File: src/rtl/align_grs_seq_pkg.sv
// Shared constants and types for the FPU alignment sequencer.
// Holds the mantissa and GRS widths, the sticky fast-path threshold and the FSM state type.
package align_grs_seq_pkg;

  localparam int MANT_W  = 24;
  localparam int GRS_W   = 3;
  localparam int SHAMT_W = 8;
  localparam int STAGES  = 5;

  // A right shift of MANT_W+2 or more leaves only sticky information behind.
  function automatic int sticky_thresh(input int mant_w);
    return mant_w + 2;
  endfunction

  localparam int STICKY_THRESH = sticky_thresh(MANT_W);

  typedef enum logic [1:0] {
    IDLE  = 2'd0,
    SHIFT = 2'd1,
    DONE  = 2'd2
  } state_e;

endpackage

File: src/rtl/align_grs_seq_if.sv
// Handshake bus between exponent compare, the alignment sequencer and the add/round stage.
// The slave modport is the sequencer's view; master is the surrounding pipeline's view.
interface align_grs_seq_if #(
  parameter int MANT_W  = align_grs_seq_pkg::MANT_W,
  parameter int SHAMT_W = align_grs_seq_pkg::SHAMT_W
);

  logic               in_valid;
  logic               in_ready;
  logic [MANT_W-1:0]  mant_in;
  logic [SHAMT_W-1:0] shamt;
  logic               out_valid;
  logic               out_ready;
  logic [MANT_W-1:0]  mant_out;
  logic               g;
  logic               r;
  logic               s;

  modport slave (
    input  in_valid, mant_in, shamt, out_ready,
    output in_ready, out_valid, mant_out, g, r, s
  );

  modport master (
    output in_valid, mant_in, shamt, out_ready,
    input  in_ready, out_valid, mant_out, g, r, s
  );

endinterface

File: src/rtl/align_grs_seq_stage_shr.sv
// One alignment stage: right-shift the working word by 2^stage when enabled,
// folding every bit that leaves or lands in the sticky position into W[0].
module align_stage_shr #(
  parameter int WORD_W  = 27,
  parameter int STAGE_W = 3
) (
  input  logic [WORD_W-1:0]  word_i,
  input  logic [STAGE_W-1:0] stage_i,
  input  logic               en_i,
  output logic [WORD_W-1:0]  word_o
);

  logic [WORD_W-1:0] shifted;
  logic              lost;

  // NOTE: every signal assigned here gets an unconditional value first, so no latch can be inferred.
  always_comb begin
    shifted = word_i >> (32'd1 << stage_i);
    lost    = |(word_i & ((WORD_W'(1) << (32'd1 << stage_i)) - WORD_W'(1)));
    word_o  = word_i;
    if (en_i) begin
      word_o = {shifted[WORD_W-1:1], shifted[0] | lost};
    end
  end

endmodule

File: src/rtl/align_grs_seq.sv
// Multi-cycle alignment sequencer: shifts the smaller mantissa right one power-of-two
// stage per cycle and presents {mantissa, guard, round, sticky} to the rounder.
module align_grs_seq
  import align_grs_seq_pkg::*;
#(
  parameter int MANT_W  = align_grs_seq_pkg::MANT_W,
  parameter int SHAMT_W = align_grs_seq_pkg::SHAMT_W,
  parameter int STAGES  = align_grs_seq_pkg::STAGES
) (
  input  logic               clk,
  input  logic               rst_n,
  input  logic               flush,
  output logic               busy,
  align_grs_seq_if.slave     bus
);

  localparam int W_W     = MANT_W + GRS_W;
  localparam int STG_W   = (STAGES > 1) ? $clog2(STAGES) : 1;
  localparam int THRESH  = sticky_thresh(MANT_W);

  state_e             state_q;
  logic [W_W-1:0]     w_q;
  logic [W_W-1:0]     w_d;
  logic [STG_W-1:0]   stage_q;
  logic [SHAMT_W-1:0] shamt_q;
  logic               out_valid_q;
  logic               in_ready_q;
  logic               busy_q;

  align_stage_shr #(
    .WORD_W  (W_W),
    .STAGE_W (STG_W)
  ) u_stage (
    .word_i  (w_q),
    .stage_i (stage_q),
    .en_i    (shamt_q[stage_q]),
    .word_o  (w_d)
  );

  // NOTE: sequential state uses non-blocking assignments so every register samples pre-edge values.
  always_ff @(posedge clk or negedge rst_n) begin
    if (!rst_n) begin
      state_q     <= IDLE;
      w_q         <= '0;
      stage_q     <= '0;
      shamt_q     <= '0;
      out_valid_q <= 1'b0;
      in_ready_q  <= 1'b1;
      busy_q      <= 1'b0;
    end else if (flush) begin
      state_q     <= IDLE;
      w_q         <= '0;
      stage_q     <= '0;
      out_valid_q <= 1'b0;
      in_ready_q  <= 1'b1;
      busy_q      <= 1'b0;
    end else begin
      case (state_q)
        IDLE: begin
          if (bus.in_valid) begin
            shamt_q    <= bus.shamt;
            in_ready_q <= 1'b0;
            busy_q     <= 1'b1;
            if (bus.shamt == '0) begin
              w_q         <= {bus.mant_in, {GRS_W{1'b0}}};
              state_q     <= DONE;
              out_valid_q <= 1'b1;
            end else if (bus.shamt >= SHAMT_W'(THRESH)) begin
              // Everything is shifted past the round bit; only the sticky survives.
              w_q         <= W_W'(|bus.mant_in);
              state_q     <= DONE;
              out_valid_q <= 1'b1;
            end else begin
              w_q     <= {bus.mant_in, {GRS_W{1'b0}}};
              stage_q <= STG_W'(STAGES - 1);
              state_q <= SHIFT;
            end
          end
        end
        SHIFT: begin
          w_q <= w_d;
          if (stage_q == '0) begin
            state_q     <= DONE;
            out_valid_q <= 1'b1;
          end else begin
            stage_q <= stage_q - STG_W'(1);
          end
        end
        DONE: begin
          if (bus.out_ready) begin
            state_q     <= IDLE;
            out_valid_q <= 1'b0;
            in_ready_q  <= 1'b1;
            busy_q      <= 1'b0;
          end
        end
        default: begin
          state_q     <= IDLE;
          out_valid_q <= 1'b0;
          in_ready_q  <= 1'b1;
          busy_q      <= 1'b0;
        end
      endcase
    end
  end

  assign bus.in_ready  = in_ready_q;
  assign bus.out_valid = out_valid_q;
  assign bus.mant_out  = w_q[W_W-1:GRS_W];
  assign bus.g         = w_q[2];
  assign bus.r         = w_q[1];
  assign bus.s         = w_q[0];
  assign busy          = busy_q;

endmodule
File: src/flat_wrapper.sv
// flat-port wrapper written by rule: the top's interface ports become plain ports
module align_grs_seq_flat import align_grs_seq_pkg::*;
#(
  parameter int MANT_W  = align_grs_seq_pkg::MANT_W,
  parameter int SHAMT_W = align_grs_seq_pkg::SHAMT_W,
  parameter int STAGES  = align_grs_seq_pkg::STAGES
)
  (clk, rst_n, flush, busy, bus_in_valid, bus_mant_in, bus_shamt, bus_out_ready, bus_in_ready, bus_out_valid, bus_mant_out, bus_g, bus_r, bus_s);
  align_grs_seq_if #(.MANT_W(MANT_W), .SHAMT_W(SHAMT_W)) bus_i ();
  input  logic clk;
  input  logic rst_n;
  input  logic flush;
  output logic busy;
  input wire logic [$bits(bus_i.in_valid)-1:0] bus_in_valid;
  input wire logic [$bits(bus_i.mant_in)-1:0] bus_mant_in;
  input wire logic [$bits(bus_i.shamt)-1:0] bus_shamt;
  input wire logic [$bits(bus_i.out_ready)-1:0] bus_out_ready;
  output wire logic [$bits(bus_i.in_ready)-1:0] bus_in_ready;
  output wire logic [$bits(bus_i.out_valid)-1:0] bus_out_valid;
  output wire logic [$bits(bus_i.mant_out)-1:0] bus_mant_out;
  output wire logic [$bits(bus_i.g)-1:0] bus_g;
  output wire logic [$bits(bus_i.r)-1:0] bus_r;
  output wire logic [$bits(bus_i.s)-1:0] bus_s;
  assign bus_i.in_valid = bus_in_valid;
  assign bus_i.mant_in = bus_mant_in;
  assign bus_i.shamt = bus_shamt;
  assign bus_i.out_ready = bus_out_ready;
  assign bus_in_ready = bus_i.in_ready;
  assign bus_out_valid = bus_i.out_valid;
  assign bus_mant_out = bus_i.mant_out;
  assign bus_g = bus_i.g;
  assign bus_r = bus_i.r;
  assign bus_s = bus_i.s;
  align_grs_seq #(.MANT_W(MANT_W), .SHAMT_W(SHAMT_W), .STAGES(STAGES)) u_core (.clk(clk), .rst_n(rst_n), .flush(flush), .busy(busy), .bus(bus_i));
endmodule
File: config.mk
export PLATFORM = sky130hd
export DESIGN_NAME = align_grs_seq_flat
export DESIGN_NICKNAME = d
export VERILOG_FILES = /design/src/rtl/align_grs_seq_pkg.sv /design/src/rtl/align_grs_seq_if.sv /design/src/rtl/align_grs_seq_stage_shr.sv /design/src/rtl/align_grs_seq.sv /design/src/flat_wrapper.sv
export SDC_FILE = /design/constraint.sdc
export NUM_CORES = 1
export LEC_CHECK = 0
export ABC_CLOCK_PERIOD_IN_PS = 6400
export BUFFER_PORTS_ARGS = -buffer_cell sky130_fd_sc_hd__buf_2
export CORE_MARGIN = 8
export CORE_UTILIZATION = 40
export DETAILED_ROUTE_END_ITERATION = 10
export GPL_TIMING_DRIVEN = 0
export RECOVER_POWER = 25
export SYNTH_ARGS = -nofsm -noshare
export SYNTH_HDL_FRONTEND = slang
export SYNTH_SLANG_ARGS = --single-unit
File: constraint.sdc
create_clock -name clk -period 6.4 [get_ports clk]
set_input_delay 0.96 -clock clk [delete_from_list [all_inputs] [get_ports clk]]
set_output_delay 0.96 -clock clk [all_outputs]
set_load 0.05 [all_outputs]
==> impl_metrics.py, run 1 <==
metrics = {
    "yosys": {
        "post_synth_instance_area_um2": 4560,
        "syn-num-nets": 619,
        "netlist-cell-type-count": 73,
        "yosysSeqAreaShare_pct": 23.6,
        "synth-edff-count": 0,
        "yosys_register_bits": 43,
        "synthCells": 576,
        "postSynth.asyncResetShare_pct": 100,
        "synth_top_area_cell": "sky130_fd_sc_hd__dfrtp_1",
        "postSynthAreaPerCell_um2": 7.91,
        "ys_top_cells_by_area": "sky130_fd_sc_hd__dfrtp_1 (23%), sky130_fd_sc_hd__mux2i_1 (5.7%), sky130_fd_sc_hd__o21ai_0 (5.2%)",
        "synth_commonest_cells": "sky130_fd_sc_hd__nand2_1 (52), sky130_fd_sc_hd__nor2_1 (51), sky130_fd_sc_hd__o21ai_0 (47), sky130_fd_sc_hd__dfrtp_1 (42), sky130_fd_sc_hd__a21oi_1 (35)",
        "yosysWarningCount": 0,
        "synthMostInstantiatedCell": "sky130_fd_sc_hd__nand2_1",
        "synth_top_flop_cell": "sky130_fd_sc_hd__dfrtp_1",
        "netlist.area_leader.share_pct": 23.1,
    },
    "floorplan": {
        "fp.dieH_um": 123,
        "die_x_um": 123,
        "row_count": 39,
        "start_util_pct": 40.4,
        "die_area_um2": 15100,
        "core_footprint_um2": 11300,
        "ioPinCount": 67,
    },
    "drt": {
        "drt_drc_violations_left": 0,
        "drt.antenna.violating_nets": 0,
        "drt-wirelength-per-cell_um": 29.8,
        "viasPerCell": 7.11,
        "num_vias": 5641,
        "initialDrtViolationCount": 708,
        "drt-total-wl_um": 23600,
        "dr.pass1.iters": 6,
    },
    "finish": {
        "final_core_util_pct": 46.4,
        "layout-drive-gt1-share_pct": 20.6,
        "synthToLayoutAreaGrowth_pct": 14.8,
        "fin_nets": 692,
        "final_layout_fill_cell_count": 1187,
        "num_antenna_cells": 0,
        "final-seq-area_um2": 1080,
        "finalNonFillerCells": 793,
        "multiInputGateArea_um2": 3150,
    },
    "clock_tree": {
        "tritoncts_num_sinks": 43,
        "clock_tree.buffer_depth": 2,
        "cts_tree": "built",
        "cts_root_buffer": "sky130_fd_sc_hd__clkbuf_16",
        "numCtsBuffers": 5,
        "h-tree-depth": 2,
        "clk-insertion-delay-late_ps": 300,
        "postCtsResizedCells": 0,
        "hold_buffers": 0,
        "clkSlewWorstSetupHoldPaths_ps": 70,
        "post-cts-setup-buffers": 0,
    },
    "power": {
        "p_switching_w": 0.000243,
        "combinationalPowerShare_pct": 20.8,
        "p_sw_share_pct": 31.5,
        "peakVddDrop_v": 0.000109,
        "p_total_w": 0.000772,
        "power.clock.fraction_pct": 39.7,
        "power_density_nw_per_um2": 148,
        "pwr-share-seq_pct": 39.5,
        "power.leakage_nw": 2.20,
        "p_int_w": 0.000529,
    },
    "global_route": {
        "grt_overflow": 0,
        "grt.met2_usage_pct": 48.9,
        "maximum_number_of_pins_on_one_net_before_global_route_repair": 44,
        "grt_pass1_wl_um": 35000,
        "grt_util_met1_pct": 39.4,
        "first_global_vias": 5609,
        "globalRouteMet3Util_pct": 5.89,
        "most_congested_layer_reported_by_global_routing": "met2",
        "grt.total_usage_pct": 31.3,
        "grt_antenna_before_repair": 1,
    },
    "setup_path": {
        "critical_path.reg2reg.startpoint": "u_core.stage_q[1]$_DFFE_PN0P_",
        "r2r-end": "u_core.w_q[0]$_DFFE_PN0P_",
        "setup.reg_to_reg.worst_slack_ps": 2420,
        "worst_endpoint_data_arrival_time_ps": 4090,
        "startpoint_type": "flip-flop",
        "cp_data_required_time_ps": 6510,
        "worst-setup-path-type": "flip-flop to flip-flop",
        "r2r_cells": 13,
        "worst_setup_ep_type": "flip-flop",
        "worst-path-max-fanout": 10,
    },
    "timing": {
        "drv_slew": 44,
        "timing.slew.headroom_pct": -66.0,
        "grt_setup_unrepaired": "no",
        "worst_pin_slew_ps": 2490,
        "setup_tns_ps": 0,
        "clock_skew_ps": 5.84,
        "finalCriticalPeriod_ps": 3980,
        "fin_crit_sh_pct": 62.3,
        "max_freq_ghz": 0.251,
        "finalHoldViolations": 0,
        "setup_viol": 0,
    },
    "hold_path": {
        "endpoint_of_the_worst_hold_path": "u_core.shamt_q[0]$_DFFE_PN0P_",
        "holdCritStartpoint": "u_core.shamt_q[0]$_DFFE_PN0P_",
        "holdCritPathClass": "flip-flop to flip-flop",
        "worst_hold_stages": 1,
    },
    "placed_design": {
        "place.gp.congestion": 1.06,
        "port_buffers": 66,
        "detailed_place_hpwl_um": 17500,
        "dp_cells": 785,
    },
    "run": {
        "cap_violations": 1,
    },
    "run_status": {
        "failing_checks": "capacitance limit, slew limit",
        "status": "finished with violations",
    },
}
critical path, cell delays in order, from the launching register on:
cell and delay, ps:
sky130_fd_sc_hd__dfrtp_1 440, sky130_fd_sc_hd__inv_1 130, sky130_fd_sc_hd__ha_1 310, sky130_fd_sc_hd__buf_2 250
sky130_fd_sc_hd__or3b_2 490, sky130_fd_sc_hd__o21ai_2 200, sky130_fd_sc_hd__nand3_1 130, sky130_fd_sc_hd__ha_1 200
sky130_fd_sc_hd__clkbuf_1 200, sky130_fd_sc_hd__a32o_1 270, sky130_fd_sc_hd__a2111oi_0 430, sky130_fd_sc_hd__nand4_1 190
sky130_fd_sc_hd__o41ai_1 300, sky130_fd_sc_hd__nand3_1 250
sequential cells by signal, summed over array words and instances, names as in the netlist:
register,cells
u_core.state_q,2
u_core.w_q,27
u_core.bus.in_ready,1
u_core.stage_q,3
u_core.shamt_q,8
u_core.busy,1
u_core.bus.out_valid,1
power groups by stage:
stage / Combinational (W) / Clock [W] / Sequential [W]
finish: 0.000160 / 0.000307 / 0.000305
global placement: 0.000156 / 0 / 0.000309
floorplan: 0.0000805 / 0 / 0.000321
detailed placement: 0.000156 / 0 / 0.000310
global route: 0.000169 / 0.000314 / 0.000306
CTS: 0.000157 / 0.000306 / 0.000304
stage by stage:
stage	hold WS [ps]	setup WS [ps]	area (um^2)
CTS	506	2580	5230
floorplan	472	3280	4560
global placement	484	2610	5070
detailed placement	491	2590	5070
finish	503	2420	5230
global route	523	2210	5230
how the worst max path moves through the flow:
stage | from | endpoint | slack (ps) | depth (start not counted)
floorplan | u_core.stage_q[0]$_DFFE_PN0P_ | u_core.w_q[0]$_DFFE_PN0P_ | 3280 | 13
global placement | u_core.stage_q[0]$_DFFE_PN0P_ | u_core.w_q[0]$_DFFE_PN0P_ | 2610 | 13
detailed placement | u_core.stage_q[0]$_DFFE_PN0P_ | u_core.w_q[0]$_DFFE_PN0P_ | 2590 | 13
CTS | u_core.stage_q[0]$_DFFE_PN0P_ | u_core.w_q[0]$_DFFE_PN0P_ | 2580 | 13
global route | u_core.stage_q[1]$_DFFE_PN0P_ | u_core.w_q[0]$_DFFE_PN0P_ | 2210 | 15
finish | u_core.stage_q[1]$_DFFE_PN0P_ | u_core.w_q[0]$_DFFE_PN0P_ | 2420 | 13
layout make-up:
| type | count | area share (%) |
|---|---|---|
| inverter | 11 | 0.789 |
| clock buffer | 6 | 2.46 |
| sequential | 43 | 20.6 |
| buffer | 55 | 5.50 |
| multi-input combinational | 467 | 60.2 |
| tap | 143 | 3.42 |
| clock inverter | 2 | 0.717 |
| timing repair buffer | 66 | 6.29 |
logic make-up (layout without fill, tap and decap cells):
logic type / Yosys count / in the layout / synth area share (%)
fa+ha+maj: 6 / 6 / 1.65
buf+inv: 66 / 140 / 7.22
compound gates: 219 / 219 / 33.1
mux: 46 / 46 / 12.7
simple gates: 196 / 196 / 21.7
flops: 43 / 43 / 23.6
layout by cell type (no fill, tap or decap), drive strengths merged, types with 5 or more instances in the layout:
cell	synthesis	layout
nor3	14	14
mux2	13	13
nand2b	12	12
nor2	52	52
inv	10	10
nor4	11	11
dfrtp	42	42
a21o	5	5
a2111oi	6	6
a31oi	11	11
o21ai	50	50
clkbuf	24	31
nor3b	6	6
mux2i	26	26
a211oi	10	10
nand2	52	52
a22oi	13	13
a21boi	5	5
o21a	6	6
a21oi	35	35
nor2b	13	13
o211ai	6	6
buf	31	96
mux4	7	7
o22ai	12	12
ha	6	6
o2bb2ai	8	8
nand3	13	13
o31ai	8	8
metal layers:
| metal | up-vias | routed length, um |
|---|---|---|
| li1 | 2352 | - |
| met1 | 2723 | 9300 |
| met2 | 443 | 10400 |
| met3 | 121 | 2370 |
| met4 | 2 | 1530 |
| met5 | - | 9 |
Note: power is estimated with default switching activity, not from simulation.
==> run 2, diff against run 1 <==
ABC_AREA = 1   (was unset)
ABC_CLOCK_PERIOD_IN_PS = 3600   (was 6400)
clock period = 3.6 ns   (was 6.4 ns; I/O delays follow)
==> run 2 against run 1 <==
Effect of this change:
- the run still ends with capacitance limit, slew limit left
- critical path depth grew 9
- highest routed layer unchanged
- power grew to 5.6 times the previous value
- synthesized cell count grew 23%
- design area shrank 6.0%
- critical path type unchanged
- clock power grew 39%
- clock skew grew 10 ps
- sequential share of layout area grew 1.3 points
- register-to-register slack lost 2100 ps
- sequential power grew to 2.7 times the previous value
- cell count grew 16%
==> impl_metrics.py, run 2 <==
metrics = {
    "run_status": {
        "status": "finished with violations",
        "failing_checks": "capacitance limit, slew limit",
    },
    "clock_tree": {
        "numCtsBuffers": 5,
        "clock_tree.buffer_depth": 2,
        "cts_tree": "built",
        "clk-insertion-delay-late_ps": 330,
        "cts_root_buffer": "sky130_fd_sc_hd__clkbuf_8",
        "tritoncts_num_sinks": 43,
        "h-tree-depth": 2,
        "clkSlewWorstSetupHoldPaths_ps": 100,
    },
    "yosys": {
        "postSynthAreaPerCell_um2": 6.01,
        "synth_commonest_cells": "sky130_fd_sc_hd__nand2_1 (182), sky130_fd_sc_hd__nand3_1 (94), sky130_fd_sc_hd__o21ai_0 (74), sky130_fd_sc_hd__inv_1 (73), sky130_fd_sc_hd__nor2_1 (64)",
        "ys_top_cells_by_area": "sky130_fd_sc_hd__dfrtp_1 (25%), sky130_fd_sc_hd__nand2_1 (16%), sky130_fd_sc_hd__nand3_1 (11%)",
        "yosys_register_bits": 43,
        "synth_top_area_cell": "sky130_fd_sc_hd__dfrtp_1",
        "syn-num-nets": 753,
        "synthMostInstantiatedCell": "sky130_fd_sc_hd__nand2_1",
        "synthCells": 710,
        "synth-edff-count": 0,
        "netlist.area_leader.share_pct": 24.6,
        "yosysSeqAreaShare_pct": 25.2,
        "synth_top_flop_cell": "sky130_fd_sc_hd__dfrtp_1",
        "yosysWarningCount": 0,
        "postSynth.asyncResetShare_pct": 100,
        "post_synth_instance_area_um2": 4270,
        "netlist-cell-type-count": 42,
    },
    "power": {
        "power_density_nw_per_um2": 875,
        "peakVddDrop_v": 0.000398,
        "power.leakage_nw": 2.44,
    },
    "setup_path": {
        "cp_slowest_stage_delay_ps": 420,
        "critical-path-slowest-cell": "sky130_fd_sc_hd__dfrtp_1",
        "worst_setup_ep_type": "flip-flop",
        "critical-path-top-cell-by-count": "sky130_fd_sc_hd__nand2_1",
        "total_number_of_cells_along_the_worst_setup_path": 22,
        "r2r_cells": 22,
        "startpoint_type": "flip-flop",
        "cp_data_required_time_ps": 3820,
        "worst-setup-path-type": "flip-flop to flip-flop",
        "setup.reg_to_reg.worst_slack_ps": 280,
        "critical_path.reg2reg.startpoint": "u_core.stage_q[0]$_DFFE_PN0P_",
        "r2r-end": "u_core.w_q[0]$_DFFE_PN0P_",
        "worst-path-max-fanout": 10,
        "worst_endpoint_data_arrival_time_ps": 3540,
        "critical_path.top_delay_family": "simple AND/OR/NAND/NOR gates",
        "crit_path_cell_trace": "clkbuf_2 -> inv_1 -> ha_1 -> buf_2 -> nand2_4 -> nand2_2 -> nor2_4 -> nand4_4 -> ha_1 -> nand2_1 -> nor2_1 -> nand3_1 -> nand2_1 -> inv_1 -> nand2_1 -> nand3_1 -> nor2_1 -> nand2_1 -> nor2_1 -> nand3_1 -> nand2_1 -> nand2_1",
        "worst-path-buf-inv": 4,
    },
    "timing": {
        "timing.slew.headroom_pct": -70.2,
        "drv_slew": 44,
        "max_freq_ghz": 0.301,
        "finalCriticalPeriod_ps": 3320,
        "fin_crit_sh_pct": 92.2,
        "worst_pin_slew_ps": 2550,
        "finalHoldViolations": 0,
        "setup_tns_ps": 0,
        "clock_skew_ps": 16.2,
        "setup_viol": 0,
    },
    "finish": {
        "biggestRegsByFlops": "u_core.w_q (27), u_core.shamt_q (8), u_core.stage_q (3)",
        "layout.cells.most_common_list": "sky130_fd_sc_hd__nand2_1 (182), sky130_fd_sc_hd__nand3_1 (94), sky130_fd_sc_hd__buf_2 (79), sky130_fd_sc_hd__o21ai_0 (74), sky130_fd_sc_hd__inv_1 (73)",
        "num_antenna_cells": 0,
        "finish.instance_area_um2": 4920,
        "synthToLayoutAreaGrowth_pct": 15.1,
        "final_layout_fill_cell_count": 1151,
        "final_common_cell": "sky130_fd_sc_hd__nand2_1",
        "fin_nets": 828,
        "regMostFlops": "u_core.w_q",
        "layout-drive-gt1-share_pct": 15.5,
        "max_ffs_per_register": 27,
    },
    "floorplan": {
        "fp.dieH_um": 119,
        "row_count": 37,
        "ioPinCount": 67,
        "start_util_pct": 41.2,
        "die_x_um": 119,
        "core_footprint_um2": 10400,
        "die_area_um2": 14200,
    },
    "hold_path": {
        "holdCritPathClass": "input port to flip-flop",
        "holdCritStartpoint": "bus_shamt[7]",
        "worst_hold_stages": 2,
        "endpoint_of_the_worst_hold_path": "u_core.shamt_q[7]$_DFFE_PN0P_",
    },
    "drt": {
        "dr.pass1.iters": 5,
        "initialDrtViolationCount": 517,
        "drt.antenna.violating_nets": 0,
        "viasPerCell": 5.82,
        "drt_drc_violations_left": 0,
        "num_vias": 5369,
        "drt-wirelength-per-cell_um": 21.0,
        "drt-total-wl_um": 19400,
    },
    "placed_design": {
        "instance_area_after_placement_um2": 4770,
        "place.gp.congestion": 0.962,
        "detailed_place_hpwl_um": 15500,
        "port_buffers": 66,
    },
    "global_route": {
        "grt.total_usage_pct": 27.0,
        "grt_overflow": 0,
        "first_global_vias": 5378,
        "grt_antenna_before_repair": 1,
        "grt_pass1_wl_um": 30100,
        "maximum_number_of_pins_on_one_net_before_global_route_repair": 44,
    },
    "run": {
        "cap_violations": 1,
    },
}
run 2: cell count changes after synthesis, moves of 21 or more:
cell	change
sky130_fd_sc_hd__nand2_1	+130
sky130_fd_sc_hd__nand3_1	+81
sky130_fd_sc_hd__o21ai_0	+27
sky130_fd_sc_hd__inv_1	+63
sky130_fd_sc_hd__mux2i_1	-21
run 2: cells by family (layout without fill, tap and decap cells):
logic type / Yosys count / count (layout) / share of synthesized area [%]
compound gates: 148 / 148 / 18.9
xor+xnor: 1 / 1 / 0.205
fa+ha+maj: 6 / 6 / 1.76
buf+inv: 113 / 189 / 10.9
flops: 43 / 43 / 25.2
mux: 8 / 8 / 1.96
simple gates: 391 / 391 / 41.0
run 2: how the worst max path moves through the flow:
stage,endpoint,startpoint
3_5_place_dp,u_core.w_q[0]$_DFFE_PN0P_,u_core.stage_q[0]$_DFFE_PN0P_
6_report,u_core.w_q[0]$_DFFE_PN0P_,u_core.stage_q[0]$_DFFE_PN0P_
4_1_cts,u_core.w_q[0]$_DFFE_PN0P_,u_core.stage_q[0]$_DFFE_PN0P_
2_1_floorplan,u_core.w_q[0]$_DFFE_PN0P_,u_core.stage_q[0]$_DFFE_PN0P_
5_1_grt,u_core.w_q[0]$_DFFE_PN0P_,u_core.stage_q[0]$_DFFE_PN0P_
3_3_place_gp,u_core.w_q[0]$_DFFE_PN0P_,u_core.stage_q[0]$_DFFE_PN0P_
run 2: routing by layer:
layer	track usage, %	wire (um)	share of wire [%]	vias up
met3	4.11	1400	7.2	53
met5	0	13	0.067	-
li1	-	-	-	2531
met1	35.1	8330	43	2533
met2	44.0	8960	46	250
met4	11.0	665	3.4	2
run 2: layout make-up:
type,instances,area [um^2],share of cell area (%)
buffer,34,169,3.44
timing repair buffer,68,344,7.00
sequential,43,1080,21.9
tap,136,170,3.46
clock buffer,5,68.8,1.40
inverter,79,297,6.03
multi-input combinational,554,2750,55.8
clock inverter,3,46.3,0.941
run 2: what timing repair did:
item	CTS	global route
hold buffers	0	0
gates cloned	0	0
gates resized for setup	1	4
buffers inserted	0	2
endpoints found under the setup margin	1	1
run 2: where the power goes:
group	switching (W)	internal, W
sequential	0.000180	0.000633
combinational	0.00222	0.000843
clock	0.000218	0.000210
total	0.00262	0.00169
run 2: stage by stage:
stage,utilization [%],hold WS (ps),total power (W),instances,setup WS [ps]
6_report,47.4,457,0.00430,922,281
5_1_grt,47.4,460,0.00460,922,-4.86
4_1_cts,47.2,421,0.00420,920,55.1
3_5_place_dp,46.0,464,0.00376,912,-11.2
3_3_place_gp,46.0,463,0.00374,912,-26.4
2_1_floorplan,-,244,0.00281,710,767
